===== config.mk =====
export PLATFORM = sky130hd
export DESIGN_NAME = tt_capture_flat
export DESIGN_NICKNAME = d
export VERILOG_FILES = /design/src/rtl/tt_pkg.sv /design/src/rtl/tt_if.sv /design/src/rtl/tt_settle_timer.sv /design/src/rtl/tt_capture.sv /design/src/flat_wrapper.sv
export SDC_FILE = /design/constraint.sdc
export NUM_CORES = 1
export LEC_CHECK = 0
export CORE_MARGIN = 2
export CORE_UTILIZATION = 35
export DETAILED_ROUTE_END_ITERATION = 16
export DONT_BUFFER_PORTS = 1
export SETUP_SLACK_MARGIN = 0.4
export SLEW_MARGIN = 20
export SYNTH_ARGS = -nofsm -noshare
export SYNTH_HDL_FRONTEND = slang
export SYNTH_SLANG_ARGS = --single-unit

===== constraint.sdc =====
create_clock -name clk -period 1.7 [get_ports clk]
set_clock_uncertainty 0.05 [all_clocks]
set_input_delay 0.17 -clock clk [delete_from_list [all_inputs] [get_ports clk]]
set_output_delay 0.17 -clock clk [all_outputs]
set_load 0.02 [all_outputs]

===== src/rtl/tt_pkg.sv =====
// tt_capture shared types.
// FSM state encoding and settle timer width.
package tt_pkg;

  typedef enum logic [1:0] {
    ST_IDLE,
    ST_HOLD,
    ST_SAMPLE,
    ST_FINISH
  } state_t;

  localparam int SETTLE_W = 4;

endpackage


===== src/rtl/tt_if.sv =====
// Sweep control and observed-block bundle.
// master drives start/abort/F; slave is tt_capture.
interface tt_if #(
  parameter int N_IN = 3
);

  logic                 start;
  logic                 abort;
  logic                 F;
  logic [N_IN-1:0]      stim;
  logic                 busy;
  logic                 done;
  logic                 pass;
  logic [2**N_IN-1:0]   table_q;
  logic [N_IN-1:0]      fail_idx;

  modport master (
    output start, abort, F,
    input  stim, busy, done, pass,
    input  table_q, fail_idx
  );

  modport slave (
    input  start, abort, F,
    output stim, busy, done, pass,
    output table_q, fail_idx
  );

endinterface


===== src/rtl/tt_settle_timer.sv =====
// Loadable down-counter, reloaded per vector.
// o_expired is high while the count sits at zero.
module tt_settle_timer
  import tt_pkg::*;
#(
  parameter int W = SETTLE_W
) (
  input  logic         clk,
  input  logic         rst,
  input  logic         i_load,
  input  logic [W-1:0] i_count,
  output logic         o_expired
);

  logic [W-1:0] r_cnt;

  always_ff @(posedge clk) begin
    if (rst) begin
      r_cnt <= '0;
    end else if (i_load) begin
      r_cnt <= i_count;
    end else if (r_cnt != '0) begin
      r_cnt <= r_cnt - 1'b1;
    end
  end

  assign o_expired = (r_cnt == '0);

endmodule


===== src/rtl/tt_capture.sv =====
// Truth-table reader: sweeps stim, samples F,
// compares the table against EXPECTED.
module tt_capture
  import tt_pkg::*;
#(
  parameter int N_IN = 3,
  parameter int SETTLE = 2,
  parameter logic [2**N_IN-1:0] EXPECTED = 8'hEA
) (
  input logic clk,
  input logic rst,
  tt_if.slave bus
);

  localparam int TW = 2**N_IN;
  localparam logic [N_IN-1:0] K_LAST = N_IN'(TW - 1);
  // HOLD lasts SETTLE cycles: load SETTLE-1, leave at zero
  localparam logic [SETTLE_W-1:0] LD =
    (SETTLE > 0) ? SETTLE_W'(SETTLE - 1) : '0;
  localparam state_t ST_VEC =
    (SETTLE == 0) ? ST_SAMPLE : ST_HOLD;

  state_t            r_state;
  state_t            w_next;
  logic [N_IN-1:0]   r_k;
  logic [TW-1:0]     r_table;
  logic              r_pass;
  logic [N_IN-1:0]   r_fail;
  logic [TW-1:0]     w_table_smp;
  logic [TW-1:0]     w_diff;
  logic [N_IN-1:0]   w_idx;
  logic              w_load;
  logic              w_expired;
  logic              w_go;
  logic              w_last;

  assign w_go   = bus.start & ~bus.abort;
  assign w_last = (r_k == K_LAST);

  tt_settle_timer #(
    .W (SETTLE_W)
  ) u_tmr (
    .clk       (clk),
    .rst       (rst),
    .i_load    (w_load),
    .i_count   (LD),
    .o_expired (w_expired)
  );

  always_ff @(posedge clk) begin
    if (rst) r_state <= ST_IDLE;
    else     r_state <= w_next;
  end

  always_comb begin
    w_next = r_state;
    w_load = 1'b0;
    unique case (r_state)
      ST_IDLE: begin
        if (w_go) begin
          w_next = ST_VEC;
          w_load = 1'b1;
        end
      end
      ST_HOLD: begin
        if (bus.abort)      w_next = ST_IDLE;
        else if (w_expired) w_next = ST_SAMPLE;
      end
      ST_SAMPLE: begin
        if (bus.abort) begin
          w_next = ST_IDLE;
        end else if (w_last) begin
          w_next = ST_FINISH;
        end else begin
          w_next = ST_VEC;
          w_load = 1'b1;
        end
      end
      ST_FINISH: w_next = ST_IDLE;
      default:   w_next = ST_IDLE;
    endcase
  end

  always_comb begin
    w_table_smp      = r_table;
    w_table_smp[r_k] = bus.F;
  end

  assign w_diff = w_table_smp ^ EXPECTED;

  // lowest mismatching index wins
  always_comb begin
    w_idx = '0;
    for (int i = TW - 1; i >= 0; i--) begin
      if (w_diff[i]) w_idx = N_IN'(i);
    end
  end

  always_ff @(posedge clk) begin
    if (rst) begin
      r_k     <= '0;
      r_table <= '0;
      r_pass  <= 1'b0;
      r_fail  <= '0;
    end else begin
      unique case (r_state)
        ST_IDLE: begin
          if (w_go) begin
            r_k     <= '0;
            r_table <= '0;
            r_pass  <= 1'b0;
            r_fail  <= '0;
          end
        end
        ST_HOLD: begin
          if (bus.abort) begin
            r_k    <= '0;
            r_pass <= 1'b0;
          end
        end
        ST_SAMPLE: begin
          if (bus.abort) begin
            r_k    <= '0;
            r_pass <= 1'b0;
          end else begin
            r_table <= w_table_smp;
            if (w_last) begin
              r_pass <= (w_diff == '0);
              r_fail <= w_idx;
            end else begin
              r_k <= r_k + 1'b1;
            end
          end
        end
        default: ;
      endcase
    end
  end

  assign bus.stim     = r_k;
  assign bus.busy     = (r_state == ST_HOLD) ||
                        (r_state == ST_SAMPLE);
  assign bus.done     = (r_state == ST_FINISH);
  assign bus.pass     = r_pass;
  assign bus.table_q  = r_table;
  assign bus.fail_idx = r_fail;

endmodule


===== src/flat_wrapper.sv =====
// flat-port wrapper written by rule: the top's interface ports become plain ports
module tt_capture_flat import tt_pkg::*;
#(
  parameter int N_IN = 3,
  parameter int SETTLE = 2,
  parameter logic [2**N_IN-1:0] EXPECTED = 8'hEA
)
  (clk, rst, bus_start, bus_abort, bus_F, bus_stim, bus_busy, bus_done, bus_pass, bus_table_q, bus_fail_idx);
  tt_if #(.N_IN(N_IN)) bus_i ();
  input logic clk;
  input logic rst;
  input wire logic [$bits(bus_i.start)-1:0] bus_start;
  input wire logic [$bits(bus_i.abort)-1:0] bus_abort;
  input wire logic [$bits(bus_i.F)-1:0] bus_F;
  output wire logic [$bits(bus_i.stim)-1:0] bus_stim;
  output wire logic [$bits(bus_i.busy)-1:0] bus_busy;
  output wire logic [$bits(bus_i.done)-1:0] bus_done;
  output wire logic [$bits(bus_i.pass)-1:0] bus_pass;
  output wire logic [$bits(bus_i.table_q)-1:0] bus_table_q;
  output wire logic [$bits(bus_i.fail_idx)-1:0] bus_fail_idx;
  assign bus_i.start = bus_start;
  assign bus_i.abort = bus_abort;
  assign bus_i.F = bus_F;
  assign bus_stim = bus_i.stim;
  assign bus_busy = bus_i.busy;
  assign bus_done = bus_i.done;
  assign bus_pass = bus_i.pass;
  assign bus_table_q = bus_i.table_q;
  assign bus_fail_idx = bus_i.fail_idx;
  tt_capture #(.N_IN(N_IN), .SETTLE(SETTLE), .EXPECTED(EXPECTED)) u_core (.clk(clk), .rst(rst), .bus(bus_i));
endmodule

==> results_dict.tcl <==
set metrics [dict create \
    cts-root-buf "clkbuf_8" \
    yosys_warnings 0 \
    mostFrequentLayoutCell "buf_4" \
    area_growth_pct 68.92 \
    ys.flop_type "dfxtp_1" \
    drtIter0Drc 107 \
    ant_nets 0 \
    power_density_nw_per_um2 836.4 \
    portBuffers 0 \
    maxCapViolCount 0 \
    min_period_ps 1715 \
    finalHoldViolations 16 \
    fmax_ghz 0.5830 \
    ys_types 49 \
    synth_area_per_cell_um2 7.617 \
    clockBufferDepth 2 \
    multi_input_area_um2 1388 \
    cts_tree "done" \
    clkLatencyLatePin_ps 270 \
    clk_pin_slew_ps 90 \
    wl_per_cell_um 18.47 \
    critPathSlowestCell "dfxtp_4" \
    vias_per_cell 5.693 \
    die_h_um 68.98 \
    yosysSeqAreaShare_pct 28.45 \
    tightest_slew_ps 378.7 \
    worstPathCellList "inv_4 -> ha_4 -> nor2b_4 -> buf_6 -> a211oi_4 -> o21ai_1 -> and3b_1 -> a41o_1" \
    start_util_pct 36.68 \
    die_w_um 68.98 \
    cts_sinks 21 \
    rsz0062_at_grt "true" \
    critical_path_class "flop to flop" \
    required_ps 1820 \
    ioPinCount 22 \
    crit_arrival_ps 1840 \
    dp_hpwl_um 2748 \
    endpoint_kind "flop" \
    core_area_um2 4029 \
    place_congestion 0.8113 \
    status "finished with violations" \
    ys_async_sr_fraction_pct 0 \
    antenna_cells 0 \
    drive_above_1_share_pct 55.83 \
    critPathMaxStageDelay_ps 390 \
    grt_pass1_wl_um 6900 \
    synth_nets 207 \
    wl_um 5356 \
    yosysTopAreaCellShare_pct 28.45 \
    synth_area_um2 1478 \
    power_uw 2088 \
    syn_inst 194 \
    max-vdd-ir-drop_mv 0.5272 \
    antenna_found_initial 0 \
    holdWs_ps -97.85 \
    regArea_um2 441.7 \
    synth_area_leaders "dfxtp_1, nor2_1, ha_1, nand2_1, a21oi_1" \
    h-tree-depth 1 \
    nets 254 \
    n_fill_cell 296 \
    first_global_vias 1511 \
    crit_path_max_fanout 3 \
    ys_ff_latch 21 \
    die-area_um2 4758 \
    grt-ovfl-total 0 \
    drt_first_pass_iters 4 \
    relSlewSlack_pct 74.56 \
    min_period_over_period_pct 100.9 \
    start_kind "flop" \
    final.setup.worst_slack_ps -15.32 \
    synth_edf_count 0 \
    row_count 23 \
    failed_checks "hold timing, setup timing" \
    numCtsBuffers 3 \
    track_usage_pct 19.31 \
    grt_max_degree 22 \
    setup_viol 1 \
    regToRegSetupSlack_ps -20 \
    hold_class "input port to flop" \
    yosys.area.top_type "dfxtp_1" \
    drc 0 \
    drv_slew 0 \
    vias 1651 \
    leakage_uw 0.0009392 \
    final_cell_mix "buf_4, nor2_1, buf_6" \
]
==> per-stage QoR <==
stage | TNS [ps] | setup WS (ps) | std cells | utilization, % | instance area (um2)
6_report | -15.32 | -15.32 | 290 | 61.96 | 2496
5_1_grt | -262.1 | -84.44 | 290 | 61.96 | 2496
4_1_cts | 0 | 48.94 | 273 | 50.53 | 2036
3_5_place_dp | -73.72 | -48.50 | 255 | 42.52 | 1713
3_3_place_gp | -49.33 | -49.33 | 255 | 42.52 | 1713
2_1_floorplan | 0 | 14.91 | 194 | - | 1551
==> per-layer routing <==
metal  vias up  track usage (%)  wire [um]
met4         0            7.843        152
met5         -                0          0
met2        50            33.65       2657
met1       808            23.03       2245
li1        779                -          -
met3        14            3.896        301
==> final cells by class <==
| cell class | instances | share of cell area (%) |
|---|---|---|
| Inverter | 10 | 2.206 |
| Clock inverter | 1 | 0.3008 |
| Tap cell | 50 | 2.506 |
| Multi-Input combinational cell | 149 | 55.59 |
| Clock buffer | 3 | 1.654 |
| Timing Repair Buffer | 56 | 20.05 |
| Sequential cell | 21 | 17.69 |
==> power breakdown <==
group / internal (uW) / leakage (uW) / switching, uW
Sequential: 545 / 0.000175 / 50.7
Combinational: 614 / 0.000743 / 515
Clock: 166 / 0.0000217 / 197
==> synth_stat cells, drive strengths merged, types with 4 or more instances <==
cell,number
nor2,33
dfxtp,21
nand2,18
a21oi,11
inv,10
o21ai,9
buf,8
ha,8
nand2b,7
nor3,7
clkbuf,6
a22oi,4
mux2,4
nor2b,4
==> logic make-up after synthesis <==
group | after synthesis | share of synthesized area (%)
simple gates | 84 | 28.20
compound gates | 47 | 22.44
buf+inv | 24 | 7.282
flops | 21 | 28.45
fa+ha+maj | 8 | 6.774
mux | 7 | 5.080
xor+xnor | 3 | 1.778
==> worst paths after layout <==
check,cells past startpoint,start,to
hold / removal,1,rst,u_core.bus.table_q[5]
hold reg to reg,2,u_core.bus.fail_idx[2],u_core.bus.fail_idx[2]
setup reg to reg,8,u_core.r_state[1],u_core.bus.pass
setup / recovery,8,u_core.r_state[1],u_core.bus.pass
==> worst max-delay path, delay by kind of cell, from the launching register on <==
kind | cells | cell delay (ps)
buffers and inverters | 2 | 170
AND/OR/NAND/NOR | 2 | 310
flip-flops | 1 | 390
AO/OA/AOI/OAI | 3 | 540
adder cells (fa/ha/maj) | 1 | 150
==> state kept, by name, summed over array words and instances, names as in the netlist <==
name                 count
u_core.bus.stim          3
u_core.bus.pass          1
u_core.r_state           2
u_core.bus.fail_idx      3
u_core.u_tmr.r_cnt       4
u_core.bus.table_q       8
==> repair_timing <==
item | in CTS | in global routing
pin swaps | 19 | 30
setup buffers | 14 | 17
setup endpoints to repair | 21 | 22
resized for setup | 40 | 74
endpoints found under the hold margin | 16 | 16
No activity file was read; power rests on OpenSTA's default activity.
